**config.mk**
```make
export PLATFORM = sky130hd
export DESIGN_NAME = ifm_prefetch
export DESIGN_NICKNAME = d
export VERILOG_FILES = /design/src/rtl/ifm_prefetch.sv
export SDC_FILE = /design/constraint.sdc
export NUM_CORES = 1
export LEC_CHECK = 0
export CORE_MARGIN = 5
export CORE_UTILIZATION = 40
export DETAILED_ROUTE_END_ITERATION = 7
export GPL_ROUTABILITY_DRIVEN = 1
export PLACE_DENSITY = 0.69
export SLEW_MARGIN = 40
export SYNTH_ARGS = -nofsm -noshare
export SYNTH_HDL_FRONTEND = slang
export SYNTH_SLANG_ARGS = --single-unit
```
**constraint.sdc**
```tcl
create_clock -name clk_i -period 3.8 [get_ports clk_i]
set_clock_uncertainty 0.15 [all_clocks]
set_input_delay 0.38 -clock clk_i [delete_from_list [all_inputs] [get_ports clk_i]]
set_output_delay 0.38 -clock clk_i [all_outputs]
set_load 0.02 [all_outputs]
```
**src/rtl/ifm_prefetch.sv**
```systemverilog
// Prefetching instruction fetch unit: pipelined Wishbone B4 reads with bounded
// outstanding requests, a PC-tagged prefetch FIFO and redirect/flush handling.
`timescale 1ns/1ps
module ifm_prefetch #(
  parameter int unsigned DEPTH             = 4,
  parameter int unsigned MAX_OUTSTANDING   = 2,
  parameter logic [31:0] BOOT_ADDRESS      = 32'h0000_0000,
  parameter logic [31:0] INTERRUPT_ADDRESS = 32'h0000_1000,
  parameter logic [31:0] DEBUG_ADDRESS     = 32'h0000_2000
) (
  input  logic        clk_i,
  input  logic        rst_i,
  input  logic        irq_i,
  input  logic        drq_i,
  input  logic        branch_i,
  input  logic [31:0] branch_target_i,
  output logic [31:0] wb_adr_o,
  input  logic [31:0] wb_dat_i,
  output logic        wb_stb_o,
  input  logic        wb_ack_i,
  output logic        wb_cyc_o,
  input  logic        wb_stall_i,
  input  logic        output_ready_i,
  output logic        output_valid_o,
  output logic [31:0] instr_o,
  output logic [31:0] pc_o
);

  localparam int unsigned PW   = $clog2(DEPTH);
  localparam int unsigned CNTW = PW + 1;
  localparam int unsigned QW   = (MAX_OUTSTANDING > 1) ? $clog2(MAX_OUTSTANDING) : 1;
  localparam int unsigned CW   = 6;

  logic [31:0]     r_pc;
  logic [CW-1:0]   r_outstanding;
  logic [CW-1:0]   r_discard;
  logic [31:0]     r_fifo_instr [DEPTH];
  logic [31:0]     r_fifo_pc    [DEPTH];
  logic [PW-1:0]   r_rd_ptr;
  logic [PW-1:0]   r_wr_ptr;
  logic [CNTW-1:0] r_count;
  logic [31:0]     r_aq [MAX_OUTSTANDING];
  logic [QW-1:0]   r_aq_rd;
  logic [QW-1:0]   r_aq_wr;

  logic          w_redirect;
  logic [31:0]   w_target;
  logic [CW-1:0] w_in_flight;
  logic [CW-1:0] w_fifo_used;
  logic          w_issue_ok;
  logic          w_accept;
  logic          w_drop;
  logic          w_push;
  logic          w_pop;

  function automatic logic [QW-1:0] aq_next(input logic [QW-1:0] p);
    return (p == QW'(MAX_OUTSTANDING - 1)) ? '0 : p + QW'(1);
  endfunction

  always_comb begin
    w_redirect = drq_i | irq_i | branch_i;
    if (drq_i)      w_target = DEBUG_ADDRESS;
    else if (irq_i) w_target = INTERRUPT_ADDRESS;
    else            w_target = branch_target_i & 32'hFFFF_FFFC;
    // Stale requests hold a bus slot but no FIFO slot.
    w_in_flight = r_outstanding + r_discard;
    w_fifo_used = CW'(r_count) + r_outstanding;
    // rst_i gates the strobe so the bus goes idle the instant reset asserts.
    w_issue_ok  = rst_i & ~w_redirect
                & (w_in_flight < CW'(MAX_OUTSTANDING))
                & (w_fifo_used < CW'(DEPTH));
    w_accept    = w_issue_ok & ~wb_stall_i;
    w_drop      = wb_ack_i & (r_discard != '0);
    w_push      = wb_ack_i & (r_discard == '0);
    w_pop       = (r_count != '0) & output_ready_i;
  end

  assign wb_stb_o       = w_issue_ok;
  assign wb_adr_o       = w_issue_ok ? r_pc : '0;
  assign wb_cyc_o       = w_issue_ok | (w_in_flight != '0);
  assign output_valid_o = (r_count != '0);
  assign instr_o        = r_fifo_instr[r_rd_ptr];
  assign pc_o           = r_fifo_pc[r_rd_ptr];

  always_ff @(posedge clk_i or negedge rst_i) begin
    if (!rst_i) begin
      r_pc          <= BOOT_ADDRESS;
      r_outstanding <= '0;
      r_discard     <= '0;
      r_rd_ptr      <= '0;
      r_wr_ptr      <= '0;
      r_count       <= '0;
      r_aq_rd       <= '0;
      r_aq_wr       <= '0;
      for (int unsigned i = 0; i < DEPTH; i++) begin
        r_fifo_instr[i] <= '0;
        r_fifo_pc[i]    <= '0;
      end
      for (int unsigned i = 0; i < MAX_OUTSTANDING; i++) r_aq[i] <= '0;
    end else if (w_redirect) begin
      // Every live request becomes stale; an ack landing now is already dropped.
      r_pc          <= w_target;
      r_discard     <= w_in_flight - CW'(wb_ack_i);
      r_outstanding <= '0;
      r_aq_rd       <= '0;
      r_aq_wr       <= '0;
      r_rd_ptr      <= '0;
      r_wr_ptr      <= '0;
      r_count       <= '0;
    end else begin
      if (w_accept) begin
        r_pc          <= r_pc + 32'd4;
        r_aq[r_aq_wr] <= r_pc;
        r_aq_wr       <= aq_next(r_aq_wr);
      end
      if (w_drop) r_discard <= r_discard - CW'(1);
      if (w_push) begin
        r_fifo_instr[r_wr_ptr] <= wb_dat_i;
        r_fifo_pc[r_wr_ptr]    <= r_aq[r_aq_rd];
        r_wr_ptr               <= r_wr_ptr + PW'(1);
        r_aq_rd                <= aq_next(r_aq_rd);
      end
      if (w_pop) r_rd_ptr <= r_rd_ptr + PW'(1);
      r_outstanding <= r_outstanding + CW'(w_accept) - CW'(w_push);
      r_count       <= r_count + CNTW'(w_push) - CNTW'(w_pop);
    end
  end

endmodule

```
Word level (Yosys, flattened, before mapping)
Index checks and enable logic that the tools add are counted.
{"block": "word_totals", "ff_bits": 373, "latch_bits": 0, "ram_bits": 0, "romBits": 0, "wordCells": 102, "n_memories": 0}
{"block": "classes", "n_addsub": 13, "multipliers": 0, "n_div": 0, "magnitude_cmp": 8, "eq_ne": 0, "shifts": 0, "n_mux": 35, "bitwise": 16, "n_reduce_logical": 12}
{"op": "$mux W32", "n": 14}
{"op": "$bwmux W128", "n": 2}
{"op": "$bmux W32 S2", "n": 2}
{"op": "$bwmux W64", "n": 1}
{"op": "$demux W32 S2", "n": 1}
{"op": "$add A32 B3 Y32 const B", "n": 1}
{"op": "$demux W32 S1", "n": 1}
{"op": "$mux W6", "n": 3}
{"op": "$reduce_bool A6 Y1", "n": 2}
{"op": "$sub A6 B1 Y6", "n": 2}
{"op": "$mux W2", "n": 4}
{"op": "$reduce_bool A2 Y1", "n": 4}
{"op": "$and A1 B1 Y1", "n": 7}
{"op": "$add A3 B6 Y6", "n": 1}
{"op": "$add A6 B1 Y6", "n": 1}
{"op": "$add A6 B6 Y6", "n": 1}
{"op": "$ge A3 B3 Y1 const B", "n": 2}
{"op": "$logic_not A6 Y1", "n": 1}
{"op": "$lt A6 B2 Y1 const B", "n": 1}
{"op": "$lt A6 B3 Y1 const B", "n": 1}
{"op": "$mux W1", "n": 6}
{"op": "$not A2 Y3", "n": 2}
{"op": "$sub A6 B1 Y6 const B", "n": 1}
{"op": "$add A2 B1 Y2 const B", "n": 2}
{"op": "other kinds (13)", "n": 21}

Logic depth before layout (Yosys ltp)
{"block": "logic_depth", "depth_word": 10, "mapped_depth": 18}

Worst setup path after synthesis
OpenSTA, ideal clock, no wires.
{"block": "synth_timing", "path_kind": "flip-flop to flip-flop", "startpoint": "register r_outstanding[0]", "endpoint": "register r_outstanding[4]", "arrival_time_ns": 3.579, "setup_slack_ns": -0.061, "stages_incl_launch_ff": 19, "path_buffers": 1, "period_less_slack_ns": 3.861, "path_cell_list": "dfrtp_1 > ha_1 > inv_1 > fa_1 > nand2b_1 > a21oi_1 > xnor2_1 > and3_1 > clkbuf_1 > nand3_2 > ha_1 > inv_1 > ha_1 > fa_1 > a21oi_1 > nor2_1 > nor2_1 > xor2_1 > nor2_1"}
{"block": "synth_between", "elab_chain_len": 8, "word_cells_on_any_way": 10, "classes_between": "4 x add/sub; 2 x order compare; 1 x mux; 3 x bitwise"}
{"element": "start, declared", "line_no": "35", "source": "logic [CW-1:0] r_outstanding;"}
{"element": "start signal, assigned", "line_no": "124", "source": "r_outstanding <= r_outstanding + CW'(w_accept) - CW'(w_push);"}
{"element": "$add A6 B6 Y6", "line_no": "66", "source": "w_in_flight = r_outstanding + r_discard;"}
{"element": "$lt A6 B2 Y1", "line_no": "70", "source": "& (w_in_flight < CW'(MAX_OUTSTANDING))"}
{"element": "$and A1 B1 Y1", "line_no": "70"}
{"element": "$and A1 B1 Y1", "line_no": "71", "source": "& (w_fifo_used < CW'(DEPTH));"}
{"element": "$and A1 B1 Y1", "line_no": "72", "source": "w_accept = w_issue_ok & ~wb_stall_i;"}
{"element": "$add A6 B1 Y6 (*)", "line_no": "124"}
{"element": "$sub A6 B1 Y6 (*)", "line_no": "124"}
{"element": "$mux W6 (*)", "line_no": "100", "source": "end else if (w_redirect) begin"}
Mark *: on every way between the ends. The rest lies on a longest branch, timed or not.
A chain may end at the register's enable or synchronous reset.

Worst setup path after layout
{"block": "layout_timing", "startpoint": "register r_outstanding[1]", "endpoint": "output port wb_adr_o[31]"}
{"block": "layout_between", "elab_chain_len": 5, "word_cells_on_any_way": 7, "classes_between": "2 x add/sub; 2 x order compare; 1 x mux; 2 x bitwise"}
{"element": "$add A6 B6 Y6", "line_no": "66"}
{"element": "$lt A6 B2 Y1", "line_no": "70"}
{"element": "$and A1 B1 Y1", "line_no": "70"}
{"element": "$and A1 B1 Y1 (*)", "line_no": "71"}
{"element": "$mux W32 (*)", "line_no": "79", "source": "assign wb_adr_o = w_issue_ok ? r_pc : '0;"}
{"element": "end, declared", "line_no": "17", "source": "output logic [31:0] wb_adr_o,"}
Marked as above.

==> qor.yml <==
timing:
  slew_viol_final: 0
  whs_ns: 0.322
  max_freq_mhz: 275
  fin_crit_ns: 3.64
  final_hold_viol_count: 0
  fin_crit_sh: 0.958
  fin_setup_tns_ns: 0
  setup_viol: 0
  slew-limit-headroom: 0.496
  rsz0062_at_grt: "false"
  tightest_slew_ns: 0.755
clock_tree:
  cts_buffers: 40
  insertion_delay_ns: 0.54
  root_buffer: "clkbuf_16"
  htree_num_levels: 2
  path_clk_slew_ns: 0.05
  cts_max_path_buffers: 3
  cts_tree: "done"
  clkSinkCount: 359
run_status:
  outcome: "finished clean"
power_and_ir_drop:
  ir_drop_uv: 335
  power_density_nw_per_um2: 418
  p_leak_nw: 9.62
  fin_total_pwr_w: 0.00879
drt:
  final_antenna_net_count: 0
  top_layer: "met4"
  drc: 0
  first_pass_iters: 5
  totalWireLength_mm: 42.0
  routed-wl-met2_mm: 18.6
  met1Wirelength_mm: 20.0
  drt_iter0_drc: 859
  vias_per_cell: 5.38
  vias: 11653
  dr_wl_met3_mm: 2.50
  wl_per_cell_um: 19.4
worst_hold_path:
  min_path_type: "reg -> reg"
critical_path:
  cp-start-kind: "flip-flop"
  crit_chain: "ha_1, a31oi_4, mux2i_1, o31ai_4, and4_1, buf_6, and3_1, dlygate4sd2_1"
  cp_slowest_cell: "dfrtp_1"
  critPathArrivalTime_ns: 3.11
  cp-end-kind: "output port"
  cpPeakStageDelay_ns: 0.43
  cp_max_fo: 41
  crit_type: "reg -> out"
  required_ns: 3.27
final_layout:
  diodes: 0
  drive_gt1_frac: 0.228
  fin_area_um2: 21000
  finalNetCount: 1649
  syn_to_final_growth_pct: 21.2
  final_cells: 2165
placement:
  dp_hpwl_mm: 27.8
  dp.cells: 2092
  dpl_cell_area_um2: 19700
  place.gp.congestion: 0.870
  io_buffers: 164
global_routing:
  grt_max_degree: 110
  antenna_found_initial: 0
  grt_pass1_vias: 12272
  overflow: 0
  track_usage: 0.178
  grt_pass1_wl_mm: 68.6
yosys:
  synth_adder_area_share: 0.0208
  ys_types: 70
  yosysSeqAreaShare: 0.518
  synthSimpleGateAreaFrac: 0.0919
  yosys_warnings: 0
  synth-xor-area-share: 0.0116
  dominantRegCellSynth: "dfrtp_1"
  netlist_top_cells_area: "dfrtp_1 52%, mux2_2 8.4%, mux4_2 8.1%, o21ai_0 4.1%, nand2_1 3.7%"
  avgSynthCellArea_um2: 12.3
  synth_edf_count: 0
  async_flop_share: 1.00
  synth_top_cell_by_area: "dfrtp_1"
  synth-compound-area-share: 0.0940
  yosys-mux-area-fraction: 0.228
  synthCells: 1405
  synthesis.area_um2: 17300
  synth_top_area_share: 0.518
  synth_seq_cells: 359
  synth_top_family_by_area: "multiplexers"
die:
  die_h_um: 218
  core-area_um2: 43000
  row_count: 76
  die_x_um: 218
  die_area_um2: 47600
  io_pins: 171
  start_util: 0.403
job:
  maxCapViolations: 0
## critical path: cells and delay by family (launching register included)
family                   cells  cell delay [ns]
flip-flops                   1             0.43
buffers and inverters        2             0.62
adder cells (fa/ha/maj)      1             0.37
AO/OA/AOI/OAI                2             0.50
AND/OR/NAND/NOR              2             0.50
multiplexers                 1             0.14
## worst paths after layout
check | start | end | slack [ns] | cells past startpoint
worst max-delay path | r_outstanding[1] | wb_adr_o[31] | 0.16 | 8
worst min-delay path | r_fifo_pc[28] | r_fifo_pc[28] | 0.32 | 2
worst max register to register | r_outstanding[1] | r_outstanding[4] | 0.23 | 15
worst min register to register | r_fifo_pc[28] | r_fifo_pc[28] | 0.32 | 2
max in group asynchronous | rst_i | r_aq[15] | 1.79 | 5
min in group asynchronous | rst_i | r_aq[58] | 0.41 | 3
## what timing repair did
action / CTS / global route
resized for setup: 32 / 14
pin swaps: 0 / 0
setup buffers: 0 / 0
hold buffers: 1 / 0
hold endpoints to repair: 60 / 0
setup endpoints to repair: 31 / 25
cloned: 0 / 0
## final cells by class
class | count | area [um2]
well taps | 585 | 732
clock inverters | 10 | 131
inverters | 25 | 93.8
multi-input cells | 920 | 7800
repair buffers | 204 | 2050
flip-flops and latches | 359 | 8990
fillers | 3775 | 22000
clock buffers | 62 | 1210
## logic make-up after synthesis
kind of cell	after synthesis
other	1
buffers and inverters	129
xor gates and xnor gates	23
AOI/OAI and AO/OA	256
and+or+nand+nor	328
DFF	359
adders and majority gates	27
muxes	282
## synth_stat cells (3+ instances only)
cell type / number
mux2i_1: 31
dfrtp_1: 359
nor2_1: 43
a211oi_1: 10
a21o_1: 5
a221oi_1: 6
clkbuf_1: 56
and2_1: 7
xnor2_1: 16
a22oi_1: 4
fa_1: 3
buf_6: 5
buf_1: 11
nor3_1: 8
a31oi_1: 8
nand2_1: 170
xor2_1: 7
inv_1: 25
nor3b_1: 3
a2bb2oi_1: 3
mux2_4: 30
mux2_2: 129
or3_1: 4
ha_1: 24
buf_2: 24
buf_4: 5
o21bai_1: 3
mux4_2: 62
or2_2: 3
and3_1: 36
nand4_1: 10
a311oi_1: 9
a21oi_1: 29
o211a_1: 16
nor4_1: 7
o21ai_0: 141
mux2_1: 30
nand3_1: 14
buf_12: 3
or4_1: 5
## registers in the layout (all words and copies together) (netlist names)
name,count
r_outstanding,6
r_discard,6
r_fifo_instr,128
r_fifo_pc,120
r_aq,60
r_count,3
r_rd_ptr,2
r_wr_ptr,2
r_aq_wr,1
r_pc,30
r_aq_rd,1
## stage by stage
stage / util / setup WS [ns]
after floorplan: - / 0.0606
after global placement: 0.457 / 0.150
after detailed placement: 0.458 / 0.156
after CTS: 0.489 / 0.00251
after global routing: 0.489 / 0.0151
final: 0.489 / 0.159
## cell usage in the layout, fill, tap and decap left out, types with 10 or more instances in the layout
cell type	n
dfrtp_1	357
nand2_1	166
mux4_2	62
clkdlybuf4s50_1	131
nand3_1	14
nor2_1	43
clkbuf_8	11
xnor2_1	16
and3_1	36
mux2_1	30
mux2_2	129
dlygate4sd2_1	23
o211a_1	16
o21ai_0	141
nand4_1	10
inv_1	24
mux2_4	30
a211oi_1	10
clkbuf_1	10
buf_4	25
a21oi_1	28
mux2i_1	31
ha_1	24
clkbuf_16	41
## routing by layer
layer / vias up / track usage
li1: 5390 / -
met4: 0 / 0.0523
met2: 363 / 0.274
met5: - / 0
met1: 5834 / 0.260
met3: 66 / 0.0332
## power by group
part,internal (W),switching (W),total (W)
logic,0.000391,0.000477,0.000868
registers,0.00390,0.0000843,0.00398
clock network,0.00240,0.00154,0.00394
No activity file was read; power rests on OpenSTA's default activity.
